===== src/rtl/clkdiv_gen.sv =====
// rtl/clkdiv_gen.sv - multi-channel programmable clock divider with lock tracking
//
// Purpose:
//   NUM_CH independent divide-by-D counters. Each channel produces a one-cycle
//   enable strobe and a ~50% duty square wave. Ratios are reprogrammed through
//   a single-entry request slot. A new ratio only takes effect on the target
//   channel's wrap edge, so no clk_out phase is cut short. A lock FSM reports
//   when every channel has settled after reset or after a ratio change.
//
// Ports:
//   clk        sole clock, all state updates on the rising edge
//   rst        synchronous active-high reset, priority over everything
//   cfg_valid  reconfiguration request
//   cfg_ready  request slot empty, a request can be accepted
//   cfg_ch     target channel; values >= NUM_CH are accepted and dropped
//   cfg_div    new divide ratio D (0 disables the channel)
//   cfg_phase  counter start value after the update (0 if >= cfg_div)
//   en_out     per-channel enable strobe at cnt==D-1, qualified by locked
//   clk_out    per-channel divided square wave, high while cnt < (D+1)/2
//   locked     all channels running at their configured ratio

module clkdiv_gen #(
  parameter int  NUM_CH      = 2,
  parameter int  DIV_W       = 16,
  parameter int  DEFAULT_DIV = 6,
  parameter int  LOCK_CYCLES = 16,
  localparam int CH_W        = (NUM_CH > 1) ? $clog2(NUM_CH) : 1
) (
  input  logic              clk,
  input  logic              rst,
  input  logic              cfg_valid,
  output logic              cfg_ready,
  input  logic [CH_W-1:0]   cfg_ch,
  input  logic [DIV_W-1:0]  cfg_div,
  input  logic [DIV_W-1:0]  cfg_phase,
  output logic [NUM_CH-1:0] en_out,
  output logic [NUM_CH-1:0] clk_out,
  output logic              locked
);

  localparam int               LK_W    = $clog2(LOCK_CYCLES + 1);
  localparam logic [DIV_W-1:0] DIV_ONE = DIV_W'(1);
  localparam logic [DIV_W:0]   HALF_RND = (DIV_W + 1)'(1);
  localparam logic [DIV_W-1:0] DIV_RST = DIV_W'(DEFAULT_DIV);
  localparam logic [LK_W-1:0]  LK_ONE  = LK_W'(1);
  localparam logic [LK_W-1:0]  LK_LAST = LK_W'(LOCK_CYCLES - 1);

  typedef enum logic {
    S_LOCKING = 1'b0,
    S_LOCKED  = 1'b1
  } lock_state_t;

  // Per-channel ratio and counter.
  logic [DIV_W-1:0]  div_q [NUM_CH];
  logic [DIV_W-1:0]  cnt_q [NUM_CH];

  // Single-entry request slot.
  logic              pend_q;
  logic [CH_W-1:0]   pend_ch_q;
  logic [DIV_W-1:0]  pend_div_q;
  logic [DIV_W-1:0]  pend_phase_q;

  logic [NUM_CH-1:0] wrap;
  logic [NUM_CH-1:0] ch_match;
  logic [NUM_CH-1:0] apply_hit;
  logic              apply_any;
  logic              pend_drop;
  logic              accept;
  logic [DIV_W-1:0]  load_cnt;

  lock_state_t       state_q;
  lock_state_t       state_d;
  logic [LK_W-1:0]   lock_cnt_q;

  // ---------------------------------------------------------------------------
  // Request slot
  // ---------------------------------------------------------------------------
  assign cfg_ready = !pend_q;
  assign accept    = cfg_valid && cfg_ready;

  // A disabled channel has no wrap edge to wait for, so it takes the
  // update on the first edge after acceptance.
  always_comb begin
    wrap      = '0;
    ch_match  = '0;
    apply_hit = '0;
    for (int i = 0; i < NUM_CH; i++) begin
      wrap[i]      = (div_q[i] != '0) && (cnt_q[i] == div_q[i] - DIV_ONE);
      ch_match[i]  = (pend_ch_q == CH_W'(i));
      apply_hit[i] = pend_q && ch_match[i] && (wrap[i] || (div_q[i] == '0));
    end
  end

  assign apply_any = |apply_hit;
  // Out-of-range channel: no channel matches, so the slot empties after one cycle.
  assign pend_drop = pend_q && (ch_match == '0);
  assign load_cnt  = (pend_phase_q >= pend_div_q) ? '0 : pend_phase_q;

  always_ff @(posedge clk) begin
    if (rst) begin
      pend_q       <= 1'b0;
      pend_ch_q    <= '0;
      pend_div_q   <= '0;
      pend_phase_q <= '0;
    end else if (accept) begin
      pend_q       <= 1'b1;
      pend_ch_q    <= cfg_ch;
      pend_div_q   <= cfg_div;
      pend_phase_q <= cfg_phase;
    end else if (apply_any || pend_drop) begin
      pend_q       <= 1'b0;
    end
  end

  // ---------------------------------------------------------------------------
  // Channel counters
  // ---------------------------------------------------------------------------
  always_ff @(posedge clk) begin
    for (int i = 0; i < NUM_CH; i++) begin
      if (rst) begin
        div_q[i] <= DIV_RST;
        cnt_q[i] <= '0;
      end else if (apply_hit[i]) begin
        div_q[i] <= pend_div_q;
        cnt_q[i] <= load_cnt;
      end else if ((div_q[i] == '0) || wrap[i]) begin
        cnt_q[i] <= '0;
      end else begin
        cnt_q[i] <= cnt_q[i] + DIV_ONE;
      end
    end
  end

  // ---------------------------------------------------------------------------
  // Lock FSM
  // ---------------------------------------------------------------------------
  always_ff @(posedge clk) begin
    if (rst) begin
      state_q <= S_LOCKING;
    end else begin
      state_q <= state_d;
    end
  end

  // Any ratio change, including one landing mid-lock, restarts the settle time.
  always_comb begin
    state_d = state_q;
    case (state_q)
      S_LOCKING: if (lock_cnt_q == LK_LAST) state_d = S_LOCKED;
      S_LOCKED:  state_d = S_LOCKED;
      default:   state_d = S_LOCKING;
    endcase
    if (apply_any) state_d = S_LOCKING;
  end

  always_ff @(posedge clk) begin
    if (rst) begin
      lock_cnt_q <= '0;
    end else if (apply_any) begin
      lock_cnt_q <= '0;
    end else if (state_q == S_LOCKING) begin
      lock_cnt_q <= lock_cnt_q + LK_ONE;
    end
  end

  // ---------------------------------------------------------------------------
  // Outputs
  // ---------------------------------------------------------------------------
  always_comb begin
    locked  = (state_q == S_LOCKED);
    en_out  = '0;
    clk_out = '0;
    for (int i = 0; i < NUM_CH; i++) begin
      en_out[i]  = locked && wrap[i];
      // Widened by one bit so (D+1) cannot overflow at D = 2**DIV_W-1.
      clk_out[i] = ({1'b0, cnt_q[i]} < (({1'b0, div_q[i]} + HALF_RND) >> 1));
    end
  end

endmodule


===== config.mk =====
export PLATFORM = sky130hd
export DESIGN_NAME = clkdiv_gen
export DESIGN_NICKNAME = d
export VERILOG_FILES = /design/src/rtl/clkdiv_gen.sv
export SDC_FILE = /design/constraint.sdc
export NUM_CORES = 1
export LEC_CHECK = 0
export BUFFER_PORTS_ARGS = -buffer_cell sky130_fd_sc_hd__buf_2
export CORE_ASPECT_RATIO = 1.75
export CORE_MARGIN = 5
export CORE_UTILIZATION = 65
export CTS_BUF_LIST = sky130_fd_sc_hd__clkbuf_4 sky130_fd_sc_hd__clkbuf_8
export DETAILED_ROUTE_END_ITERATION = 10
export HOLD_SLACK_MARGIN = 0.08
export PLACE_DENSITY = 0.84
export SLEW_MARGIN = 20
export SYNTH_ARGS = -nofsm -noshare
export SYNTH_HDL_FRONTEND = slang
export SYNTH_SLANG_ARGS = --single-unit
export TNS_END_PERCENT = 20

===== constraint.sdc =====
create_clock -name clk -period 6.3 [get_ports clk]
set_clock_uncertainty 0.15 [all_clocks]
set_input_delay 0.945 -clock clk [delete_from_list [all_inputs] [get_ports clk]]
set_output_delay 0.945 -clock clk [all_outputs]
set_load 0.01 [all_outputs]

==> results of run 1 <==
-- worst reg2reg max path: stages, from the launching register on --
cell and delay [ps]:
edfxtp_1 540, inv_1 130, ha_1 320, or4b_2 620, nor4_1 280, xnor2_1 150
nor4b_1 330, a41o_1 500, nand2_1 390, nand2_1 600
-- through the flow --
step	cells	setup WS (ps)	util, %	total power, W	area [sq um]
after floorplan	889	2250	-	0.00104	7620
after global placement	1017	2170	68.2	0.00113	7810
after detailed placement	1017	2010	68.2	0.00115	7810
after CTS	1033	1720	69.9	0.00154	8000
after global routing	1033	1500	69.9	0.00161	8010
final	1033	1700	69.9	0.00155	8010
-- sequential cells by signal, summed over array words and instances (netlist names) --
register      count
locked            1
pend_ch_q         1
cnt_q            32
pend_div_q       16
pend_phase_q     16
div_q            32
pend_q            1
lock_cnt_q        5
-- Yosys cell counts (all sizes together) (3+ instances only) --
cell	number	share of area, %
a21o	17	1.7
ha	54	9.0
o21ai	27	1.8
nand2	114	5.7
mux2i	3	0.40
nand2b	12	1.0
nand3b	3	0.30
o221ai	3	0.43
a211oi	4	0.40
and3b	3	0.35
nor2	45	2.3
or4	8	0.90
buf	7	0.62
a2111oi	3	0.60
a21oi	59	3.9
dfxtp	40	11
inv	34	1.7
nand3	36	2.4
and3	17	1.4
clkbuf	45	2.3
edfxtp	64	26
nor2b	4	0.33
xor2	51	6.0
nor4	29	2.4
and4	3	0.35
nor3	29	1.9
nor4b	4	0.47
xnor2	45	5.3
o31ai	4	0.40
o2bb2ai	15	1.8
nand4	14	1.2
or3	23	1.9
or2	3	0.25
nor3b	4	0.40
-- routing by layer --
layer	vias to the layer above	share of wire, %
li1	3134	-
met1	3096	33
met2	261	55
met3	97	4.5
met4	0	6.9
met5	-	0
-- layout make-up --
| type | instances | area (sq um) | area share (%) |
|---|---|---|---|
| multi-input cells | 699 | 4560 | 57.0 |
| clock buffers | 10 | 131 | 1.64 |
| well taps | 135 | 169 | 2.11 |
| clock inverters | 6 | 57.6 | 0.719 |
| inverters | 34 | 128 | 1.59 |
| flip-flops and latches | 104 | 2720 | 34.0 |
| repair buffers | 45 | 235 | 2.94 |
-- final timing paths --
| path | endpoint | slack, ps |
|---|---|---|
| max | en_out[0] | 1700 |
| min | pend_div_q[4] | 320 |
| max reg2reg | div_q[0][13] | 1920 |
| min reg2reg | pend_div_q[4] | 320 |
-- cell families (layout without fill, tap and decap cells) --
| logic type | after synthesis | count (layout) |
|---|---|---|
| AO/OA/AOI/OAI | 152 | 152 |
| adder cells (fa/ha/maj) | 54 | 54 |
| multiplexers | 4 | 4 |
| AND/OR/NAND/NOR | 360 | 360 |
| flip-flops | 104 | 104 |
| other | 1 | 32 |
| buffers and inverters | 86 | 95 |
| XOR/XNOR | 97 | 97 |
-- power by group --
part | internal, W | total, W | switching (W)
logic | 0.000122 | 0.000289 | 0.000167
clock network | 0.000158 | 0.000410 | 0.000252
registers | 0.000768 | 0.000849 | 0.0000808
==> impl_results.md, run 1 <==
* Status: finished, final reports clean
* Cells after Synth at 858
* Detailed Routing Iterations Pass 1 at 5
* R2r startpoint: div_q[0][0]
* Starting Density at 65.5%
* Boundary pin count at 42
* Met1 Usage GRT at 30.5%
* Clk sink count at 104
* Fillers at 920
* Delay-heaviest family, CP: simple AND/OR/NAND/NOR gates
* Syn avg cell area at 8.75 sq um
* Hold WC Path Type: register to register
* Post-synthesis xor/xnor area fraction at 11.5%
* Vias per cell at 6.38
* Most common cell after layout, fill and taps aside: nand2_1
* #FFs+latches synth at 104
* Proportion of synthesized area in mux cells at 0.550%
* IO buf count at 41
* Root Buffer: clkbuf_8
* Die Ht at 152 um
* WL final at 21600 um
* WS Path Type: register to output pin
* WP buf/inv at 2
* Max cap viols at 0
* Compound-Gate Fraction of Synth Area at 13.4%
* Hold Crit Start: pend_div_q[4]
* FP Rows at 52
* Worst-path maximum fanout at 9
* Layout area overhead at 6.69%
* RSZ-0062 raised after global routing: false
* DPL Wire Length at 17000 um
* Leakage at 3.02 nW
* Commonest cells after routing, fill and taps aside: nand2_1, edfxtp_1, a21oi_1, ha_1, xor2_1
* Total track usage at 31.0%
* Met2 GRT Util at 59.5%
* Synth Area in Adders at 9.00%
* First DRT Iteration DRCs at 543
* Tcrit/Tclk final at 73.1%
* Gr ovfl total at 0
* Vias in the first global route at 6709
* Setup Buffers After CTS at 0
* Path depth of the worst reg2reg path at 9
* Final hold vios at 0
* Worst Tran Pin Value at 1020 ps
* CTS max path bufs at 2
* CTS tree: built
* Nets at 983
* Critical path origin: div_q[0][0]
* Slew Limit Fails at 0
* Arr. time, crit path at 3510 ps
* Vias post-DR at 6588
* Die Wd at 91.2 um
* Die area at 0.0139 sq mm
* Antenna cell count at 0
* EDFF count, synth at 64
* Core box area at 0.0115 sq mm
* Max IR drop VDD at 0.000185 V
* Setup TNS Final at 0 ps
* Post-synthesis sequential area ratio at 36.3%
* Hold-fix buffers, CTS at 0
* Fin crit period at 4600 ps
* DRC viols at 0
* Slew margin rel. at 31.9%
* Maximum operating frequency at 0.217 GHz
* Final setup fails at 0
* Drt wl/cell at 20.9 um
* First-pass GRT wire length at 34000 um
* Pwr dens at 193 mW/mm^2
* Slowest-stage cell, CP: or4b_2
* Num CTS Buffers at 9
* Post-route antenna net violation count at 0
* Simple-Gate Fraction of Synth Area at 24.7%
* Reg clk slew, reported paths at 110 ps
* Share of post-route cells with drive strength above 1 at 8.02%
* Library cells used by synthesis at 66
* Max incr delay on CP at 620 ps
* Initial antenna violation count at 0
* Main combinational cell family by area after synthesis: simple AND/OR/NAND/NOR gates
* Mapped cell area at 0.00750 sq mm
* Post-synth ARST share at 0%
* Synth Flop Type: edfxtp_1
* Worst setup EP type: output pin
* Crit path cell chain: inv_1 > ha_1 > or4b_2 > nor4_1 > xnor2_1 > or3_1 > nor4b_1 > and3b_1 > buf_2
* H-tree levels at 3
* CP Data Required Time at 5200 ps
* Final RePlAce weighted congestion at 1.02
* Skew-Pair Late Insertion Delay at 380 ps
* Ys Warns at 0
* Met3 Use GR at 3.51%
* Cells on Worst Hold Path at 2
* Largest net degree at the start of global routing at 62
* Setup crit start kind: register
* CTS resizes at 0
* GRT busiest layer: met2
* Levels on crit path at 9
* WHS at 318 ps
Note: power is estimated with default switching activity, not from simulation.
==> run 2: changes to the inputs <==
CORE_UTILIZATION = 64   (was 65)
PLACE_DENSITY = 0.83   (was 0.84)
clock period = 4.6 ns   (was 6.3 ns; I/O delays follow)
==> run 2 against run 1 <==
  * Combinational power rose by 42%
  * Total power rose by 38%
  * Sequential cell count did not move
  * Sequential power rose by 35%
  * Worst hold slack got worse by 4.5 ps
  * Sequential share of layout area fell by 0.16 points
  * Count of clock-buffer cells in the layout fell by 1
  * Utilization fell by 0.058 points
  * Final cell count rose by 0.48%
  * Wire length fell by 3.3%
  * Via count rose by 2.4%
  * Worst setup slack got worse by 1400 ps
  * Critical path type unchanged
  * Critical endpoint is now clk_out[1]
  * Largest power group unchanged
==> impl_results.md, run 2 (synthesized netlist as in run 1, its figures left out) <==
* Boundary pin count at 42 (unchanged)
* Clk sink count at 104 (unchanged)
* Overall power at 0.00213 W (was 0.00155 W)
* R2r startpoint: div_q[0][0] (unchanged)
* Setup Buffers After CTS at 0 (unchanged)
* Reg clk slew, reported paths at 110 ps (about the same)
* Root Buffer: clkbuf_8 (unchanged)
* Skew-Pair Late Insertion Delay at 390 ps (was 380 ps)
* Status: finished, final reports clean (unchanged)
* Final hold vios at 0 (unchanged)
* Biggest regs: cnt_q: 32 flops, div_q: 32 flops (unchanged)
* Post-route antenna net violation count at 0 (unchanged)
* Hold WC Path Type: register to register (unchanged)
* Antenna cell count at 0 (unchanged)
* Largest net degree at the start of global routing at 51 (was 62)
* Worst Tran Pin Value at 919 ps (was 1020 ps)
* Max IR drop VDD at 0.000275 V (was 0.000185 V)
* Most common cell after layout, fill and taps aside: nand2_1 (unchanged)
* Clock power frac at 26.8% (was 26.5%)
* Most used cell, CP: nand3_1
* IO buf count at 41 (unchanged)
* CTS tree: built (unchanged)
* Drt wl/cell at 20.1 um (was 20.9 um)
* Core box area at 0.0115 sq mm (about the same)
* Pwr dens at 265 mW/mm^2 (was 193 mW/mm^2)
* RSZ-0062 raised after global routing: false (unchanged)
* Placed instance area at 0.00785 sq mm (was 0.00781 sq mm)
* Tcrit/Tclk final at 93.8%
* Arr. time, crit path at 3470 ps (was 3510 ps)
* CP Data Required Time at 3760 ps (was 5200 ps)
* Detailed Routing Iterations Pass 1 at 5 (unchanged)
* Setup TNS Final at 0 ps (unchanged)
* Share of post-route cells with drive strength above 1 at 8.53% (was 8.02%)
* Fillers at 920 (unchanged)
* Vias per cell at 6.50 (was 6.38)
* Final RePlAce weighted congestion at 0.959 (was 1.02)
* FP Rows at 52 (unchanged)
* Hold Crit Start: pend_div_q[11] (was pend_div_q[4])
* Setup crit start kind: register (unchanged)
* Slowest-stage cell, CP: edfxtp_1 (was or4b_2)
* CTS resizes at 0 (unchanged)
* WL final at 20900 um (was 21600 um)
* Leakage at 3.04 nW (was 3.02 nW)
* Critical path origin: div_q[1][4] (was div_q[0][0])
* Vias in the first global route at 6741 (was 6709)
* Initial antenna violation count at 0 (unchanged)
* WHS at 313 ps (was 318 ps)
* Flop pwr share at 54.1% (was 54.8%)
* Vias post-DR at 6747 (was 6588)
* Slew Limit Fails at 0 (unchanged)
* Maximum operating frequency at 0.232 GHz
* Combinational share of power at 19.2% (was 18.7%)
* Int Power at 0.00144 W (was 0.00105 W)
* First-pass GRT wire length at 33600 um (was 34000 um)
* H-tree levels at 3 (unchanged)
* WP buf/inv at 1 (was 2)
* Die Ht at 153 um (was 152 um)
* GRT busiest layer: met2 (unchanged)
* Worst-path maximum fanout at 8 (was 9)
* Commonest cells after routing, fill and taps aside: nand2_1, edfxtp_1, a21oi_1, ha_1, xor2_1 (unchanged)
* Starting Density at 65.2% (was 65.5%)
* Gr ovfl total at 0 (unchanged)
* Sw Ratio at 32.7% (was 32.3%)
* Hold-fix buffers, CTS at 0 (unchanged)
* Layout area overhead at 7.20% (was 6.69%)
* Slew margin rel. at 37.2% (was 31.9%)
* DPL Wire Length at 16400 um (was 17000 um)
* Nets at 988 (was 983)
* CTS max path bufs at 2 (unchanged)
* Design Area, Final at 0.00805 sq mm (was 0.00801 sq mm)
* Net switching power at 0.000697 W (was 0.000500 W)
* First DRT Iteration DRCs at 557 (was 543)
* Max cap viols at 0 (unchanged)
* Total track usage at 30.3% (was 31.0%)
* Fin util at 69.9% (about the same)
* Met2 GRT Util at 56.7% (was 59.5%)
* Delay-heaviest family, CP: simple AND/OR/NAND/NOR gates (unchanged)
* Fin crit period at 4310 ps
* Final setup fails at 0 (unchanged)
* Num CTS Buffers at 9 (unchanged)
* Worst setup EP type: output pin (unchanged)
* Max incr delay on CP at 580 ps (was 620 ps)
* Die area at 0.0141 sq mm (was 0.0139 sq mm)
* Crit path cell chain: nand3_1 > nor2_1 > nand3_1 > nor2_1 > and4_1 > nand3_1 > xor2_1 > ha_1 > a21o_1 > a21o_1 > a21oi_1 > o21ai_0 > a21oi_1 > buf_2 (was inv_1 > ha_1 > or4b_2 > nor4_1 > xnor2_1 > or3_1 > nor4b_1 > and3b_1 > buf_2)
* Met3 Use GR at 3.89% (was 3.51%)
* Met1 Usage GRT at 30.5% (about the same)
* Reg area at 0.00272 sq mm (unchanged)
* WS Path Type: register to output pin (unchanged)
* DRC viols at 0 (unchanged)
* Multi-input logic area at 0.00456 sq mm (about the same)
* Die Wd at 91.9 um (was 91.2 um)
[run 2: worst register-to-register path: cells and delay by family, from the launching register on]
kind	cells	cell delay, ps
AO/OA/AOI/OAI	1	230
XOR/XNOR	1	120
adder cells (fa/ha/maj)	1	320
buffers and inverters	2	320
flip-flops	1	540
AND/OR/NAND/NOR	5	2100
[run 2: power by group through the flow]
stage / clock (W) / sequential (W) / combinational [W]
2_1_floorplan: 0 / 0.00112 / 0.000309
3_3_place_gp: 0 / 0.00117 / 0.000378
3_5_place_dp: 0 / 0.00117 / 0.000398
4_1_cts: 0.000569 / 0.00115 / 0.000403
5_1_grt: 0.000612 / 0.00116 / 0.000455
6_report: 0.000570 / 0.00115 / 0.000409
[run 2: per-stage QoR]
stage | std cells | worst slack (ps)
global placement | 1022 | 656
global route | 1038 | 34.9
finish | 1038 | 287
floorplan | 889 | 552
detailed placement | 1022 | 499
CTS | 1038 | 302
[run 2: worst paths after layout]
| check | end | slack [ps] | cells past startpoint |
|---|---|---|---|
| max | clk_out[1] | 290 | 14 |
| min | pend_div_q[11] | 310 | 2 |
| max reg2reg | div_q[0][2] | 470 | 10 |
| min reg2reg | pend_div_q[11] | 310 | 2 |
[run 2: layout make-up]
type,instances,area share [%]
Clock buffer,9,1.54
Inverter,34,1.59
Timing Repair Buffer,50,3.39
Clock inverter,7,0.855
Multi-Input combinational cell,699,56.7
Sequential cell,104,33.8
Tap cell,135,2.10
[run 2: per-layer routing]
layer | vias to the layer above | wire (um)
met5 | - | 0
met4 | 0 | 1530
met3 | 109 | 1030
met2 | 304 | 11100
met1 | 3186 | 7220
li1 | 3148 | -
==> run 3: changes to the inputs <==
REMOVE_ABC_BUFFERS = 1   (was not set)
==> run 3 against run 2 <==
  * Critical path depth fell by 5
  * Worst hold slack barely moved
  * Non-clock buffer count is the same
  * Combinational power shrank 2%
  * Worst setup slack worse by 43 ps
  * Largest cell class unchanged
  * Fmax shrank 0.98%
  * Wire length is 0.94% lower
==> impl_results.md, run 3 (synthesized netlist as in run 1, its figures left out) <==
* RSZ-0062 raised after global routing: false (unchanged)
* Tcrit/Tclk final at 94.7% (was 93.8%)
* Total track usage at 30.1% (was 30.3%)
* Layout area overhead at 7.29% (was 7.20%)
* Fin crit period at 4360 ps (was 4310 ps)
* Reg clk slew, reported paths at 120 ps (was 110 ps)
* Hold Crit Start: pend_div_q[12] (was pend_div_q[11])
* Nets at 988 (unchanged)
* Skew-Pair Late Insertion Delay at 390 ps (about the same)
* Final RePlAce weighted congestion at 0.988 (was 0.959)
* Cells on Worst Hold Path at 2 (unchanged)
* Die Wd at 91.9 um (unchanged)
* Vias per cell at 6.42 (was 6.50)
* CTS tree: built (unchanged)
* CTS max path bufs at 2 (unchanged)
* Gr ovfl total at 0 (unchanged)
* CTS resizes at 0 (unchanged)
* WHS Endpoint: pend_div_q[12] (was pend_div_q[11])
* Max cap viols at 0 (unchanged)
* Slew margin rel. at 29.0% (was 37.2%)
* Hold-fix buffers, CTS at 0 (unchanged)
* Arr. time, crit path at 3520 ps (was 3470 ps)
* Vias in the first global route at 6870 (was 6741)
* FP Rows at 52 (unchanged)
* First DRT Iteration DRCs at 519 (was 557)
* Maximum operating frequency at 0.230 GHz (was 0.232 GHz)
* Starting Density at 65.2% (unchanged)
* Max IR drop VDD at 0.000292 V (was 0.000275 V)
* DPL Wire Length at 16300 um (was 16400 um)
* Final hold vios at 0 (unchanged)
* Final setup fails at 0 (unchanged)
* Worst-path maximum fanout at 9 (was 8)
* Die Ht at 153 um (unchanged)
* Boundary pin count at 42 (unchanged)
* DRC viols at 0 (unchanged)
* Multi-input logic area at 0.00456 sq mm (unchanged)
* Levels on crit path at 9 (was 14)
* Most common cell after layout, fill and taps aside: nand2_1 (unchanged)
* WHS at 313 ps (about the same)
* Detailed Routing Iterations Pass 1 at 6 (was 5)
* Root Buffer: clkbuf_8 (unchanged)
* Biggest regs: cnt_q: 32 flops, div_q: 32 flops (unchanged)
* First-pass GRT wire length at 33600 um (about the same)
* Critical path origin: div_q[0][0] (was div_q[1][4])
* Status: finished, final reports clean (unchanged)
* Core box area at 0.0115 sq mm (unchanged)
* Setup Buffers After CTS at 0 (unchanged)
* Die area at 0.0141 sq mm (unchanged)
* Path depth of the worst reg2reg path at 9 (was 10)
* Worst R2R End: div_q[0][12] (was div_q[0][2])
* Share of post-route cells with drive strength above 1 at 8.64% (was 8.53%)
* Fillers at 927 (was 920)
* Initial antenna violation count at 0 (unchanged)
* Pwr dens at 263 mW/mm^2 (was 265 mW/mm^2)
* CP Data Required Time at 3760 ps (about the same)
* WS Path Type: register to output pin (unchanged)
* Post-route antenna net violation count at 0 (unchanged)
* Crit path cell chain: inv_1 > ha_2 > or4b_2 > nor4_1 > xnor2_1 > or3_1 > nor4b_1 > and3b_1 > buf_2 (was nand3_1 > nor2_1 > nand3_1 > nor2_1 > and4_1 > nand3_1 > xor2_1 > ha_1 > a21o_1 > a21o_1 > a21oi_1 > o21ai_0 > a21oi_1 > buf_2)
* Vias post-DR at 6661 (was 6747)
* Antenna cell count at 0 (unchanged)
* Design Area, Final at 0.00805 sq mm (about the same)
* Hold WC Path Type: register to register (unchanged)
* Leakage at 3.03 nW (was 3.04 nW)
* Max incr delay on CP at 590 ps (was 580 ps)
* R2r startpoint: div_q[0][0] (unchanged)
* Drt wl/cell at 19.9 um (was 20.1 um)
* H-tree levels at 3 (unchanged)
* Setup crit start kind: register (unchanged)
* Clk sink count at 104 (unchanged)
* Slowest-stage cell, CP: or4b_2 (was edfxtp_1)
* Commonest cells after routing, fill and taps aside: nand2_1, edfxtp_1, a21oi_1, ha_1, xor2_1 (unchanged)
* Worst Tran Pin Value at 1060 ps (was 919 ps)
* Slew Limit Fails at 0 (unchanged)
* Largest net degree at the start of global routing at 48 (was 51)
* Worst setup EP type: output pin (unchanged)
* Delay-heaviest family, CP: simple AND/OR/NAND/NOR gates (unchanged)
* WL final at 20700 um (was 20900 um)
* Setup TNS Final at 0 ps (unchanged)
* Reg area at 0.00272 sq mm (unchanged)
* Pre-CTS WS at 577 ps (was 499 ps)
* Reg2Reg Setup Slack at 600 ps (was 470 ps)
* IO buf count at 41 (unchanged)
* Fin util at 69.9% (about the same)
* Final WS setup at 244 ps (was 287 ps)
* Num CTS Buffers at 9 (unchanged)
* Placed instance area at 0.00785 sq mm (unchanged)
* WP buf/inv at 2 (was 1)
==> run 3: changes by cell type in the layout (fill, tap and decap cells not counted), sizes merged <==
cell      before  now
clkinv         2    3
clkinvlp       0    1
inv           39   37
==> run 3: how the worst max path moves through the flow <==
stage,endpoint
after detailed placement,div_q[0][7]
final,en_out[0]
after global placement,div_q[0][7]
after CTS,en_out[0]
after global routing,en_out[0]
after floorplan,div_q[1][0]
==> run 3: area by class of cell <==
cell class,instances,share of cell area (%)
multi-input cells,699,56.6
inverters,34,1.59
clock inverters,7,0.932
clock buffers,9,1.54
repair buffers,50,3.39
well taps,135,2.10
flip-flops and latches,104,33.8
==> run 3: where the power goes <==
part,switching [W],internal (W)
clock network,0.000346,0.000212
registers,0.000103,0.00105
logic,0.000232,0.000169
total,0.000681,0.00143
==> run 3: layer usage <==
metal	part of all wire, %	vias to the layer above	track usage [%]	routed length, um
li1	-	3150	-	-
met1	32	3092	29.4	6700
met2	54	306	56.7	11100
met3	5.9	113	4.03	1220
met4	8.0	0	21.0	1650
met5	0	-	0	0
==> run 3: per-stage QoR <==
stage / std cells / total power, W
2_1_floorplan: 837 / 0.00141
3_3_place_gp: 1022 / 0.00154
3_5_place_dp: 1022 / 0.00156
4_1_cts: 1038 / 0.00211
5_1_grt: 1038 / 0.00222
6_report: 1038 / 0.00212
==> run 3: worst register-to-register path, cell delays in order, from the launching register on <==
cell,delay [ps]
edfxtp_1,540
inv_1,130
ha_2,280
or4b_2,590
nor4_1,320
xnor2_1,150
nor4b_1,330
a41o_1,250
nand2_1,300
nand2_1,610
